`config.mk`:
```
export PLATFORM = sky130hd
export DESIGN_NAME = stack_ctrl
export DESIGN_NICKNAME = d
export VERILOG_FILES = /design/src/rtl/stack_ctrl.sv
export SDC_FILE = /design/constraint.sdc
export NUM_CORES = 1
export LEC_CHECK = 0
export CAP_MARGIN = 30
export CORE_ASPECT_RATIO = 1.5
export CORE_UTILIZATION = 46
export CTS_CLUSTER_SIZE = 25
export DETAILED_ROUTE_END_ITERATION = 12
export GPL_ROUTABILITY_DRIVEN = 1
export GPL_TIMING_DRIVEN = 1
export PLACE_DENSITY = 0.81
export RECOVER_POWER = 100
export SETUP_SLACK_MARGIN = 0.4
export SLEW_MARGIN = 10
export SYNTH_ARGS = -nofsm -noshare
export SYNTH_HDL_FRONTEND = slang
export SYNTH_SLANG_ARGS = --single-unit
```
`constraint.sdc`:
```
create_clock -name CLK -period 2.8 [get_ports CLK]
set_input_delay 0.56 -clock CLK [delete_from_list [all_inputs] [get_ports CLK]]
set_output_delay 0.56 -clock CLK [all_outputs]
set_load 0.01 [all_outputs]
```
`src/rtl/stack_ctrl.sv`:
```
// rtl/stack_ctrl.sv - call/return sequencer for the hardware return-address stack
//
// Purpose:
//   Accepts CALL / RET / FLUSH requests from decode, drives the return-address
//   stack strobes, produces the new PC with a one-cycle load strobe and keeps
//   sticky overflow / underflow flags. Every output decodes from registers.
//
// Ports:
//   CLK, nRST        clock (rising edge), asynchronous active-low reset
//   CALL, RET, FLUSH requests, sampled in IDLE only (FLUSH > CALL > RET)
//   CLR_ERR          clears ERR_OVF / ERR_UNF (a same-edge new error wins)
//   PC_IN, TARGET    address of the CALL instruction, CALL destination
//   PC_OUT, PC_LOAD  new PC value and its one-cycle load strobe
//   BUSY, DONE       request in progress, one-cycle completion pulse
//   ERR_OVF, ERR_UNF sticky fault flags
//   DEPTH_CNT        number of valid stack entries, 0..2**DEPTH
//   STK_*            stack interface (DATA_IN/CE/nRW out, DATA_OUT/FULL/EMPTY in)

module stack_ctrl #(
  parameter int ADDR_WIDTH = 8,
  parameter int DEPTH      = 3
) (
  input  logic                  CLK,
  input  logic                  nRST,
  input  logic                  CALL,
  input  logic                  RET,
  input  logic                  FLUSH,
  input  logic                  CLR_ERR,
  input  logic [ADDR_WIDTH-1:0] PC_IN,
  input  logic [ADDR_WIDTH-1:0] TARGET,
  output logic [ADDR_WIDTH-1:0] PC_OUT,
  output logic                  PC_LOAD,
  output logic                  BUSY,
  output logic                  DONE,
  output logic                  ERR_OVF,
  output logic                  ERR_UNF,
  output logic [DEPTH:0]        DEPTH_CNT,
  output logic [ADDR_WIDTH-1:0] STK_DATA_IN,
  output logic                  STK_CE,
  output logic                  STK_nRW,
  input  logic [ADDR_WIDTH-1:0] STK_DATA_OUT,
  input  logic                  STK_FULL,
  input  logic                  STK_EMPTY
);

  localparam logic [2:0] S_IDLE  = 3'd0;
  localparam logic [2:0] S_PUSH  = 3'd1;
  localparam logic [2:0] S_POP   = 3'd2;
  localparam logic [2:0] S_LOAD  = 3'd3;
  localparam logic [2:0] S_FLUSH = 3'd4;
  localparam logic [2:0] S_FAULT = 3'd5;

  logic [2:0]            state;
  logic [ADDR_WIDTH-1:0] ret_addr;
  logic [ADDR_WIDTH-1:0] tgt_addr;
  logic [ADDR_WIDTH-1:0] pc_out_q;
  logic [DEPTH:0]        depth_q;
  logic                  ovf_q;
  logic                  unf_q;

  logic idle;
  logic take_flush;
  logic take_call;
  logic take_ret;
  logic ovf_set;
  logic unf_set;
  logic depth_zero;

  // Request arbitration: only one request wins per accept edge, the rest drop.
  always_comb begin
    idle       = (state == S_IDLE);
    take_flush = idle && FLUSH;
    take_call  = idle && !FLUSH && CALL;
    take_ret   = idle && !FLUSH && !CALL && RET;
    ovf_set    = take_call && STK_FULL;
    unf_set    = take_ret && STK_EMPTY;
    depth_zero = (depth_q == '0);
  end

  always_ff @(posedge CLK or negedge nRST) begin
    if (!nRST) begin
      state    <= S_IDLE;
      ret_addr <= '0;
      tgt_addr <= '0;
      pc_out_q <= '0;
      depth_q  <= '0;
    end else begin
      case (state)
        S_IDLE: begin
          if (take_flush) begin
            state <= S_FLUSH;
          end else if (take_call) begin
            if (STK_FULL) begin
              state <= S_FAULT;
            end else begin
              // Return address wraps modulo 2**ADDR_WIDTH.
              ret_addr <= PC_IN + 1'b1;
              tgt_addr <= TARGET;
              state    <= S_PUSH;
            end
          end else if (take_ret) begin
            state <= STK_EMPTY ? S_FAULT : S_POP;
          end
        end
        S_PUSH: begin
          // Only reachable with the stack not full, so the count cannot
          // exceed 2**DEPTH.
          depth_q  <= depth_q + 1'b1;
          pc_out_q <= tgt_addr;
          state    <= S_LOAD;
        end
        S_POP: begin
          // Top-of-stack is still valid at the edge that performs the pop.
          depth_q  <= depth_q - 1'b1;
          pc_out_q <= STK_DATA_OUT;
          state    <= S_LOAD;
        end
        S_FLUSH: begin
          // depth_q mirrors the stack occupancy, so it stands in for
          // STK_EMPTY and keeps the strobe free of any input-to-output path.
          if (depth_zero) begin
            state <= S_IDLE;
          end else begin
            depth_q <= depth_q - 1'b1;
          end
        end
        S_LOAD:  state <= S_IDLE;
        S_FAULT: state <= S_IDLE;
        default: state <= S_IDLE;
      endcase
    end
  end

  // Sticky flags: a new error at the same edge as CLR_ERR leaves the flag set.
  always_ff @(posedge CLK or negedge nRST) begin
    if (!nRST) begin
      ovf_q <= 1'b0;
      unf_q <= 1'b0;
    end else begin
      ovf_q <= ovf_set || (ovf_q && !CLR_ERR);
      unf_q <= unf_set || (unf_q && !CLR_ERR);
    end
  end

  always_comb begin
    PC_OUT      = pc_out_q;
    PC_LOAD     = (state == S_LOAD);
    BUSY        = !idle;
    DONE        = (state == S_LOAD) || (state == S_FAULT) ||
                  ((state == S_FLUSH) && depth_zero);
    ERR_OVF     = ovf_q;
    ERR_UNF     = unf_q;
    DEPTH_CNT   = depth_q;
    STK_CE      = (state == S_PUSH) || (state == S_POP) ||
                  ((state == S_FLUSH) && !depth_zero);
    STK_nRW     = (state == S_PUSH);
    STK_DATA_IN = (state == S_PUSH) ? ret_addr : '0;
  end

endmodule

```
==> results by group, run 1 <==
Run status
  – Status: completed

Synth
  – Top FF cell, synth: dfrtp_1
  – Yosys reg bits: 33
  – Synth area leaders: dfrtp_1 (45%), nor2_1 (7.6%), a21oi_1 (7.4%)
  – Post-synth EDFFs: 0
  – Synth Instances: 201
  – Seq/Total Area, Yosys: 45.24%
  – Ys Warns: 0
  – Ys async rst share: 100.0%
  – Synthesized area: 0.001826 mm^2
  – Syn avg cell area: 9.082 um^2
  – Netlist cell types: 32
  – Area share of the leading cell type in the synthesized netlist: 45.24%
  – Area leader, netlist: dfrtp_1
  – Net Count, Synth: 237

Hold path
  – Hold path start: ret_addr[3]
  – Hold path endpoint: ret_addr[3]
  – Worst hold stages: 2
  – Min-Delay Path Class: reg2reg

Pwr
  – Clock power frac: 15.8%
  – Seq pwr share: 30.8%
  – Pwr dens: 1113 mW/mm^2
  – Comb power frac: 53.4%
  – NetSw: 1.109 mW
  – Pint: 1.811 mW
  – Sw Ratio: 37.99%
  – Leakage: 1.235 nW
  – Peak VDD IR: 0.7592 mV

Finish
  – Most common cell after layout, fill and taps aside: nor2_1
  – Fin nets: 304
  – Layout cell share with drive strength beyond 1: 12.27%
  – Area grow syn2layout: 43.80%
  – Final core occ: 70.64%
  – Antenna Cells: 0
  – Commonest non-fill, non-tap cells in the layout: nor2_1 (37), clkdlybuf4s50_1 (30), dfrtp_1 (29), a21oi_1 (27), dlygate4sd3_1 (18)

Die
  – Starting Density: 49.12%
  – Rows: 27
  – DIE WIDTH: 53.44 um
  – Num ports: 59
  – Die area: 0.004230 mm^2
  – Die H: 79.16 um
  – Core Area: 0.003716 mm^2

Timing
  – Pins over their slew limit: 0
  – Slew HR: 65.00%
  – Fmax: 0.4006 GHz
  – Post-Route Setup TNS: 0 ns
  – Clock skew: 0.005962 ns
  – Least-Margin Pin Slew: 0.5239 ns
  – Final critical-path required period: 2.496 ns
  – Final Hold Fails: 0
  – Share of the clock period used by the worst path: 89.16%
  – Final Setup Violations: 0
  – Unrepaired setup endpoints after global routing: true

GRT
  – Initial antenna violation count: 0
  – GR Overflow Total: 0
  – GRT Total Usage: 21.69%
  – Largest net degree at the start of global routing: 34
  – First-pass GRT wire length: 6.651 mm
  – Vias in the first global route: 1541

Drt
  – Pre-antenna DRT Iters: 4
  – Antenna viol nets, final: 0
  – Total Routed Length: 4.184 mm
  – Routed WL per cell: 13.41 um
  – Total number of vias: 1631
  – Vias per Instance: 5.228
  – Residual DRC: 0
  – 1st-iter DRT viols: 29

Clock tree
  – Clock buffer count from CTS: 5
  – Clock buffer depth: 2
  – Clk sink count: 33
  – Clk root buf: clkbuf_8
  – CTS tree: built
  – Worst-Skew Late Latency: 0.28 ns
  – Clock-pin slew on the worst setup and hold paths: 0.07 ns
  – Number of H-tree levels: 2

Setup path
  – Crit Path Max Fanout: 6
  – WP data required: 2.24 ns
  – R2r worst-path depth: 4
  – R2R setup slack: 0.60 ns
  – RR Endpoint: tgt_addr[1]
  – CP Launch Type: flip-flop
  – Critical path class: reg2out
  – Crit path DAT: 1.94 ns
  – RR Startpoint: state[0]
  – Critical path capture point type: output pin

Place
  – Final GP Congestion: 0.7573
  – Port bufs: 58
  – HPWL Detailed: 2.812 mm

Job
  – Max-cap violations: 0
## registers in the layout (all words and copies together), names as in the netlist
signal	flops
DEPTH_CNT	4
ERR_OVF	1
ERR_UNF	1
PC_OUT	8
ret_addr	8
state	3
tgt_addr	8
## per-layer routing
| layer | GRT usage [%] | vias to the layer above | part of all wire (%) |
|---|---|---|---|
| li1 | - | 830 | - |
| met1 | 24.69 | 758 | 40 |
| met2 | 37.75 | 36 | 55 |
| met3 | 3.448 | 7 | 2.7 |
| met4 | 10.26 | 0 | 2.0 |
| met5 | 0 | - | 0 |
## final cells by class
class	instances	area, um^2
Fill cell	295	1091
Multi-Input combinational cell	151	898.4
Sequential cell	33	830.8
Timing Repair Buffer	72	705.7
Clock buffer	7	86.33
Tap cell	43	53.80
Clock inverter	1	30.03
Inverter	5	20.02
## metrics by stage
stage	cell area, um^2	std cells	power [mW]	hold slack, ns	setup WS (ns)
floorplan	1826	201	1.846	0.2644	0.7311
global placement	2435	295	2.376	0.4529	0.5369
detailed placement	2435	295	2.431	0.4714	0.5201
CTS	2624	308	3.012	0.4873	0.3577
global route	2625	312	3.171	0.5124	0.2240
finish	2625	312	2.921	0.4840	0.3036
## worst max-delay path by stage
stage | startpoint | endpoint | depth (start not counted)
global placement | DEPTH_CNT[0] | STK_CE | 4
CTS | state[1] | STK_DATA_IN[6] | 4
finish | state[1] | STK_nRW | 3
global route | state[1] | STK_nRW | 3
detailed placement | state[0] | STK_DATA_IN[6] | 4
floorplan | state[0] | DEPTH_CNT[3] | 8
## what timing repair did
| item | in CTS | in global routing |
|---|---|---|
| hold buffers | 0 | 0 |
| setup buffers | 4 | 4 |
| pin swaps | 1 | 2 |
| setup endpoints to repair | 12 | 10 |
| gates cloned | 1 | 0 |
| hold endpoints to repair | 0 | 0 |
| resized for setup | 13 | 12 |
## synth_stat cells, drive strengths merged (3+ instances only)
| cell type | count |
|---|---|
| nor2 | 37 |
| dfrtp | 33 |
| a21oi | 27 |
| nand2 | 12 |
| and2 | 11 |
| mux2 | 11 |
| o21ai | 11 |
| o22ai | 11 |
| buf | 6 |
| clkbuf | 6 |
| xnor2 | 5 |
| inv | 4 |
| nand3 | 4 |
| xor2 | 4 |
| ha | 3 |
## kinds of logic (layout without fill, tap and decap cells)
family / after synthesis / in the layout / synth area share (%)
AO/OA/AOI/OAI: 53 / 53 / 15.90
XOR/XNOR: 9 / 9 / 4.318
adder cells (fa/ha/maj): 4 / 4 / 3.153
buffers and inverters: 17 / 85 / 4.455
flip-flops: 33 / 33 / 45.24
multiplexers: 11 / 11 / 7.813
AND/OR/NAND/NOR: 74 / 74 / 19.12
## worst max-delay path: stages (launching register included)
cell and delay [ns]:
dfrtp_1 0.45, nor3b_1 0.50, buf_6 0.18, clkdlybuf4s50_1 0.53
## power groups by stage
stage	Combinational (mW)	Sequential, mW	Clock (mW)
floorplan	0.936	0.910	0
global placement	1.45	0.922	0
detailed placement	1.50	0.934	0
CTS	1.60	0.938	0.471
global route	1.74	0.941	0.489
finish	1.56	0.901	0.461
No activity file was read; power rests on OpenSTA's default activity.
==> inputs of run 2 (changes only) <==
--- a/config.mk
+++ b/config.mk
@@ -7,6 +7,7 @@
 export LEC_CHECK = 0
 export CAP_MARGIN = 30
 export CORE_ASPECT_RATIO = 1.5
+export CORE_MARGIN = 8
 export CORE_UTILIZATION = 46
 export CTS_CLUSTER_SIZE = 25
 export DETAILED_ROUTE_END_ITERATION = 12
==> constraint.sdc (replaced) <==
create_clock -name CLK -period 2.6 [get_ports CLK]
set_input_delay 0.52 -clock CLK [delete_from_list [all_inputs] [get_ports CLK]]
set_output_delay 0.52 -clock CLK [all_outputs]
set_load 0.01 [all_outputs]
==> results by group, run 2 (synthesized netlist as in run 1, its figures left out) <==
Setup path
  – CP endpoint: STK_CE (was STK_nRW)
  – RR Startpoint: state[1] (was state[0])
  – Top delay family on crit path: simple AND/OR/NAND/NOR gates (was buffers and inverters)
  – R2r worst-path depth: 5 (was 4)
  – Setup crit start: DEPTH_CNT[2] (was state[1])
  – Critical path class: reg2out (unchanged)
  – RR Endpoint: ret_addr[4] (was tgt_addr[1])
  – Slowest-stage cell, CP: nor4_1 (was clkdlybuf4s50_1)
  – Crit Path Max Fanout: 4 (was 6)
  – Crit path DAT: 1.84 ns (was 1.94 ns)
  – R2R setup slack: 0.40 ns (was 0.60 ns)
  – Critical path buffers and inverters: 1 (was 2)
  – CP Launch Type: flip-flop (unchanged)
  – Critical path capture point type: output pin (unchanged)
  – WP data required: 2.08 ns (was 2.24 ns)
  – Stages on worst setup path: 4 (was 3)
  – Critical Path, Cell by Cell: nor4_1, o21ai_2, o21a_1, clkdlybuf4s25_1 (was nor3b_1, buf_6, clkdlybuf4s50_1)
  – CP peak stage delay: 0.48 ns (was 0.53 ns)

Drt
  – Antenna viol nets, final: 0 (unchanged)
  – Vias per Instance: 5.219 (was 5.228)
  – 1st-iter DRT viols: 96 (was 29)
  – Total number of vias: 1670 (was 1631)
  – Total Routed Length: 4.827 mm (was 4.184 mm)
  – Pre-antenna DRT Iters: 4 (unchanged)
  – Routed WL per cell: 15.08 um (was 13.41 um)
  – Residual DRC: 0 (unchanged)

Clock tree
  – Clock-pin slew on the worst setup and hold paths: 0.07 ns (about the same)
  – Worst-Skew Late Latency: 0.29 ns (was 0.28 ns)
  – Number of H-tree levels: 2 (unchanged)
  – Clock buffer count from CTS: 5 (unchanged)
  – Clk sink count: 33 (unchanged)
  – Clk root buf: clkbuf_8 (unchanged)
  – CTS tree: built (unchanged)
  – Clock buffer depth: 2 (unchanged)
  – CTS Hold Bufs: 0 (unchanged)

Place
  – HPWL Detailed: 3.165 mm (was 2.812 mm)
  – Port bufs: 58 (unchanged)
  – Final GP Congestion: 0.7578 (was 0.7573)

Pwr
  – Sw Ratio: 39.83% (was 37.99%)
  – NetSw: 1.244 mW (was 1.109 mW)
  – Seq pwr share: 31.4% (was 30.8%)
  – Pint: 1.879 mW (was 1.811 mW)
  – Comb power frac: 54.7% (was 53.4%)
  – Peak VDD IR: 0.7014 mV (was 0.7592 mV)
  – Clock power frac: 14.0% (was 15.8%)
  – Pwr dens: 1199 mW/mm^2 (was 1113 mW/mm^2)
  – Leakage: 1.147 nW (was 1.235 nW)

Timing
  – Pins over their slew limit: 0 (unchanged)
  – Final critical-path required period: 2.359 ns
  – Share of the clock period used by the worst path: 90.74%
  – Least-Margin Pin Slew: 0.8434 ns (was 0.5239 ns)
  – Post-Route Setup TNS: 0 ns (unchanged)
  – Final Setup Violations: 0 (unchanged)
  – Clock skew: 0.005256 ns (was 0.005962 ns)
  – Slew HR: 43.78% (was 65.00%)
  – Fmax: 0.4239 GHz
  – Unrepaired setup endpoints after global routing: true (unchanged)
  – Final Hold Fails: 0 (unchanged)

Die
  – Core Area: 0.003889 mm^2 (was 0.003716 mm^2)
  – Num ports: 59 (unchanged)
  – Starting Density: 46.94% (was 49.12%)
  – Die area: 0.006282 mm^2 (was 0.004230 mm^2)
  – DIE WIDTH: 67.44 um (was 53.44 um)
  – Rows: 28 (was 27)
  – Die H: 93.16 um (was 79.16 um)

Hold path
  – Min-Delay Path Class: reg2reg (unchanged)
  – Worst hold stages: 2 (unchanged)

GRT
  – Largest net degree at the start of global routing: 34 (unchanged)
  – GRT Total Usage: 15.72% (was 21.69%)
  – GR Overflow Total: 0 (unchanged)
  – First-pass GRT wire length: 7.617 mm (was 6.651 mm)
  – Vias in the first global route: 1625 (was 1541)
  – Initial antenna violation count: 0 (unchanged)

Finish
  – Final core occ: 67.02% (was 70.64%)
  – Commonest non-fill, non-tap cells in the layout: nor2_1 (37), dfrtp_1 (30), clkdlybuf4s50_1 (29), a21oi_1 (27), dlygate4sd3_1 (16) (was nor2_1 (37), clkdlybuf4s50_1 (30), dfrtp_1 (29), a21oi_1 (27), dlygate4sd3_1 (18))
  – Antenna Cells: 0 (unchanged)
  – Area grow syn2layout: 42.77% (was 43.80%)
  – Most common cell after layout, fill and taps aside: nor2_1 (unchanged)
  – Fin nets: 310 (was 304)
  – Layout cell share with drive strength beyond 1: 14.18% (was 12.27%)

Run status
  – Status: completed (unchanged)

Job
  – Max-cap violations: 0 (unchanged)
-- run 2: changes by cell type in the layout (fill, tap and decap cells not counted), moves of 2 or more --
cell / before / now
buf_4: 10 / 13
clkbuf_1: 2 / 5
clkbuf_2: 0 / 3
clkdlybuf4s15_1: 0 / 2
dlygate4sd2_1: 1 / 6
dlygate4sd3_1: 18 / 16
dlymetal6s2s_1: 7 / 0
-- run 2: worst reg2reg max path: cells and delay by family, from the launching register on --
kind                   cells  cell delay [ns]
buffers and inverters      1             0.17
AND/OR/NAND/NOR            3             1.38
flip-flops                 1             0.43
AO/OA/AOI/OAI              1             0.09
-- run 2: stage by stage --
| stage | setup slack, ns | std cells | instance area [um^2] | power (mW) | hold slack (ns) |
|---|---|---|---|---|---|
| after detailed placement | 0.3551 | 297 | 2437 | 2.626 | 0.4621 |
| after floorplan | 0.5311 | 201 | 1826 | 1.988 | 0.2244 |
| after global routing | 0.1877 | 320 | 2606 | 3.383 | 0.4966 |
| final | 0.2409 | 320 | 2606 | 3.124 | 0.4719 |
| after CTS | 0.1594 | 318 | 2649 | 3.217 | 0.4770 |
| after global placement | 0.3684 | 297 | 2437 | 2.583 | 0.4528 |
-- run 2: timing repair --
action / in CTS / in global routing
resized for setup: 21 / 17
setup buffers: 13 / 1
gates cloned: 0 / 1
pin swaps: 1 / 3
endpoints found under the setup margin: 13 / 9
-- run 2: cell type report --
| type | instances | area [um^2] |
|---|---|---|
| clock buffers | 7 | 96.34 |
| clock inverters | 1 | 5.005 |
| fillers | 319 | 1282 |
| inverters | 5 | 20.02 |
| multi-input cells | 152 | 908.4 |
| flip-flops and latches | 33 | 829.5 |
| well taps | 45 | 56.30 |
| repair buffers | 77 | 690.7 |
-- run 2: how the worst min path moves through the flow --
stage                      startpoint      endpoint  slack (ns)
after global placement    ret_addr[4]   ret_addr[4]        0.45
after floorplan                  nRST  DEPTH_CNT[0]        0.22
after detailed placement  ret_addr[0]   ret_addr[0]        0.46
after global routing      ret_addr[5]   ret_addr[5]        0.50
final                     ret_addr[0]   ret_addr[0]        0.47
after CTS                 ret_addr[5]   ret_addr[5]        0.48
-- run 2: metal layers --
metal / track usage [%] / wire (um) / vias to the layer above
li1: - / - / 845
met3: 4.790 / 309 / 6
met5: 0 / 0 / -
met2: 25.70 / 2500 / 42
met4: 7.356 / 97 / 0
met1: 18.06 / 1921 / 777
-- run 2: power by group through the flow --
stage	clock network, mW	logic (mW)	registers [mW]
global placement	0	1.60	0.981
detailed placement	0	1.63	0.993
floorplan	0	1.01	0.980
finish	0.436	1.71	0.980
global route	0.467	1.89	1.02
CTS	0.447	1.79	0.984
==> inputs of run 3 (changes only) <==
--- a/config.mk
+++ b/config.mk
@@ -7,7 +7,6 @@
 export LEC_CHECK = 0
 export CAP_MARGIN = 30
 export CORE_ASPECT_RATIO = 1.5
-export CORE_MARGIN = 8
 export CORE_UTILIZATION = 46
 export CTS_CLUSTER_SIZE = 25
 export DETAILED_ROUTE_END_ITERATION = 12
==> results by group, run 3 (synthesized netlist as in run 1, its figures left out) <==
Setup path
  – Stages on worst setup path: 7 (was 4)
  – RR Endpoint: tgt_addr[3] (was ret_addr[4])
  – Slowest-stage cell, CP: dfrtp_1 (was nor4_1)
  – CP peak stage delay: 0.47 ns (was 0.48 ns)
  – Critical path capture point type: output pin (unchanged)
  – Top delay family on crit path: buffers and inverters (was simple AND/OR/NAND/NOR gates)
  – CP Launch Type: flip-flop (unchanged)
  – Critical path class: reg2out (unchanged)
  – Crit Path Max Fanout: 6 (was 4)
  – Setup crit start: state[1] (was DEPTH_CNT[2])
  – R2R setup slack: 0.18 ns (was 0.40 ns)
  – WP data required: 2.08 ns (about the same)
  – Most frequent CP cell: buf_4
  – Critical Path, Cell by Cell: nor3b_4, clkbuf_1, buf_6, buf_4, buf_4, and2_1, dlygate4sd2_1 (was nor4_1, o21ai_2, o21a_1, clkdlybuf4s25_1)
  – R2r worst-path depth: 5 (unchanged)
  – RR Startpoint: state[2] (was state[1])
  – CP endpoint: STK_DATA_IN[1] (was STK_CE)
  – Crit path DAT: 1.91 ns (was 1.84 ns)
  – Critical path buffers and inverters: 5 (was 1)

GRT
  – Largest net degree at the start of global routing: 34 (unchanged)
  – Vias in the first global route: 1586 (was 1625)
  – First-pass GRT wire length: 6.817 mm (was 7.617 mm)
  – GRT Total Usage: 22.06% (was 15.72%)
  – GR Overflow Total: 0 (unchanged)
  – Initial antenna violation count: 0 (unchanged)

Finish
  – Area grow syn2layout: 46.13% (was 42.77%)
  – Final instance area: 0.002668 mm^2 (was 0.002606 mm^2)
  – Sequential Area: 827.0 um^2 (was 829.5 um^2)
  – Fillers: 296 (was 319)
  – Area of the multi-input gates: 927.1 um^2 (was 908.4 um^2)
  – Commonest non-fill, non-tap cells in the layout: nor2_1 (37), dfrtp_1 (32), clkdlybuf4s50_1 (30), a21oi_1 (27), dlygate4sd3_1 (16) (was nor2_1 (37), dfrtp_1 (30), clkdlybuf4s50_1 (29), a21oi_1 (27), dlygate4sd3_1 (16))
  – Finished Layout Cells: 321 (was 320)
  – Final core occ: 71.78% (was 67.02%)
  – Antenna Cells: 0 (unchanged)
  – Fin nets: 313 (was 310)
  – Layout cell share with drive strength beyond 1: 13.67% (was 14.18%)
  – Most common cell after layout, fill and taps aside: nor2_1 (unchanged)

Clock tree
  – Clock buffer depth: 2 (unchanged)
  – CTS tree: built (unchanged)
  – Clock-pin slew on the worst setup and hold paths: 0.06 ns (was 0.07 ns)
  – Clk root buf: clkbuf_8 (unchanged)
  – Clock buffer count from CTS: 5 (unchanged)
  – Worst-Skew Late Latency: 0.29 ns (about the same)
  – Number of H-tree levels: 2 (unchanged)
  – Clk sink count: 33 (unchanged)

Die
  – DIE WIDTH: 53.44 um (was 67.44 um)
  – Die area: 0.004230 mm^2 (was 0.006282 mm^2)
  – Core Area: 0.003716 mm^2 (was 0.003889 mm^2)
  – Num ports: 59 (unchanged)
  – Rows: 27 (was 28)
  – Starting Density: 49.12% (was 46.94%)
  – Die H: 79.16 um (was 93.16 um)

Drt
  – Routed WL per cell: 14.55 um (was 15.08 um)
  – Total number of vias: 1699 (was 1670)
  – Total Routed Length: 4.671 mm (was 4.827 mm)
  – Pre-antenna DRT Iters: 4 (unchanged)
  – Residual DRC: 0 (unchanged)
  – Antenna viol nets, final: 0 (unchanged)
  – 1st-iter DRT viols: 36 (was 96)
  – Vias per Instance: 5.293 (was 5.219)

Timing
  – Post-Route Setup TNS: 0 ns (unchanged)
  – Unrepaired setup endpoints after global routing: true (unchanged)
  – Pins over their slew limit: 0 (unchanged)
  – Share of the clock period used by the worst path: 93.57% (was 90.74%)
  – Final Hold Fails: 0 (unchanged)
  – Final Setup Violations: 0 (unchanged)
  – Worst setup margin: 0.1671 ns (was 0.2409 ns)
  – Fmax: 0.4110 GHz (was 0.4239 GHz)
  – Clock skew: 0.005808 ns (was 0.005256 ns)
  – Slew HR: 45.04% (was 43.78%)
  – Final critical-path required period: 2.433 ns (was 2.359 ns)
  – Hold_ws: 0.4736 ns (was 0.4719 ns)
  – Least-Margin Pin Slew: 0.8244 ns (was 0.8434 ns)

Place
  – HPWL Detailed: 2.761 mm (was 3.165 mm)
  – Port bufs: 58 (unchanged)
  – Placed insts: 295 (was 297)
  – Final GP Congestion: 0.7478 (was 0.7578)
  – Placed cell areas: 0.002435 mm^2 (was 0.002437 mm^2)
  – Post-place setup slack: 0.3818 ns (was 0.3551 ns)

Pwr
  – Pwr dens: 1197 mW/mm^2 (was 1199 mW/mm^2)
  – Leakage: 1.208 nW (was 1.147 nW)
  – Peak VDD IR: 0.8068 mV (was 0.7014 mV)
  – Total chip power: 3.193 mW (was 3.124 mW)

Job
  – Max-cap violations: 0 (unchanged)

Run status
  – Status: completed (unchanged)

Hold path
  – Min-Delay Path Class: reg2reg (unchanged)
## run 3: cell count changes in the layout (fill, tap and decap cells not counted), sizes merged, moves of 2 or more
cell,before,now
clkdlybuf4s15,2,0
clkdlybuf4s25,1,3
dlygate4sd2,6,4
dlymetal6s2s,0,4
## run 3: timing repair
item                       CTS  global route
resized for setup           18            14
hold buffers                 0             0
pin swaps                    1             2
setup endpoints to repair   13            14
setup buffers                9             6
cloned                       1             2
## run 3: worst min path at each step
| stage | to | slack, ns | cells past startpoint | from |
|---|---|---|---|---|
| floorplan | DEPTH_CNT[0] | 0.22 | 0 | nRST |
| global placement | ret_addr[4] | 0.45 | 2 | ret_addr[4] |
| detailed placement | ret_addr[5] | 0.46 | 2 | ret_addr[5] |
| CTS | ret_addr[5] | 0.48 | 2 | ret_addr[5] |
| global route | ret_addr[6] | 0.50 | 2 | ret_addr[6] |
| finish | ret_addr[6] | 0.47 | 2 | ret_addr[6] |
## run 3: area by class of cell
| cell class | instances | area share, % |
|---|---|---|
| multi-input cells | 153 | 34.76 |
| inverters | 5 | 0.7505 |
| repair buffers | 79 | 27.67 |
| clock buffers | 7 | 3.612 |
| clock inverters | 1 | 0.1876 |
| flip-flops and latches | 33 | 31.00 |
| well taps | 43 | 2.017 |
## run 3: metal layers
layer	GRT usage, %	wire length, um	vias to the layer above
li1	-	-	853
met1	24.91	1849	799
met3	4.023	140	5
met4	9.474	65	0
met5	0	0	-
met2	38.75	2615	42
## run 3: power by group
group	switching, mW	leakage [nW]	total [mW]	internal [mW]
Sequential	0.213	0.402	0.985	0.772
Combinational	0.858	0.751	1.78	0.920
Clock	0.191	0.0542	0.430	0.239
## run 3: worst min-delay path, cell delays in order, from the launching register on
cell     delay [ns]
dfrtp_1        0.34
nand2_1        0.04
o21ai_0        0.06
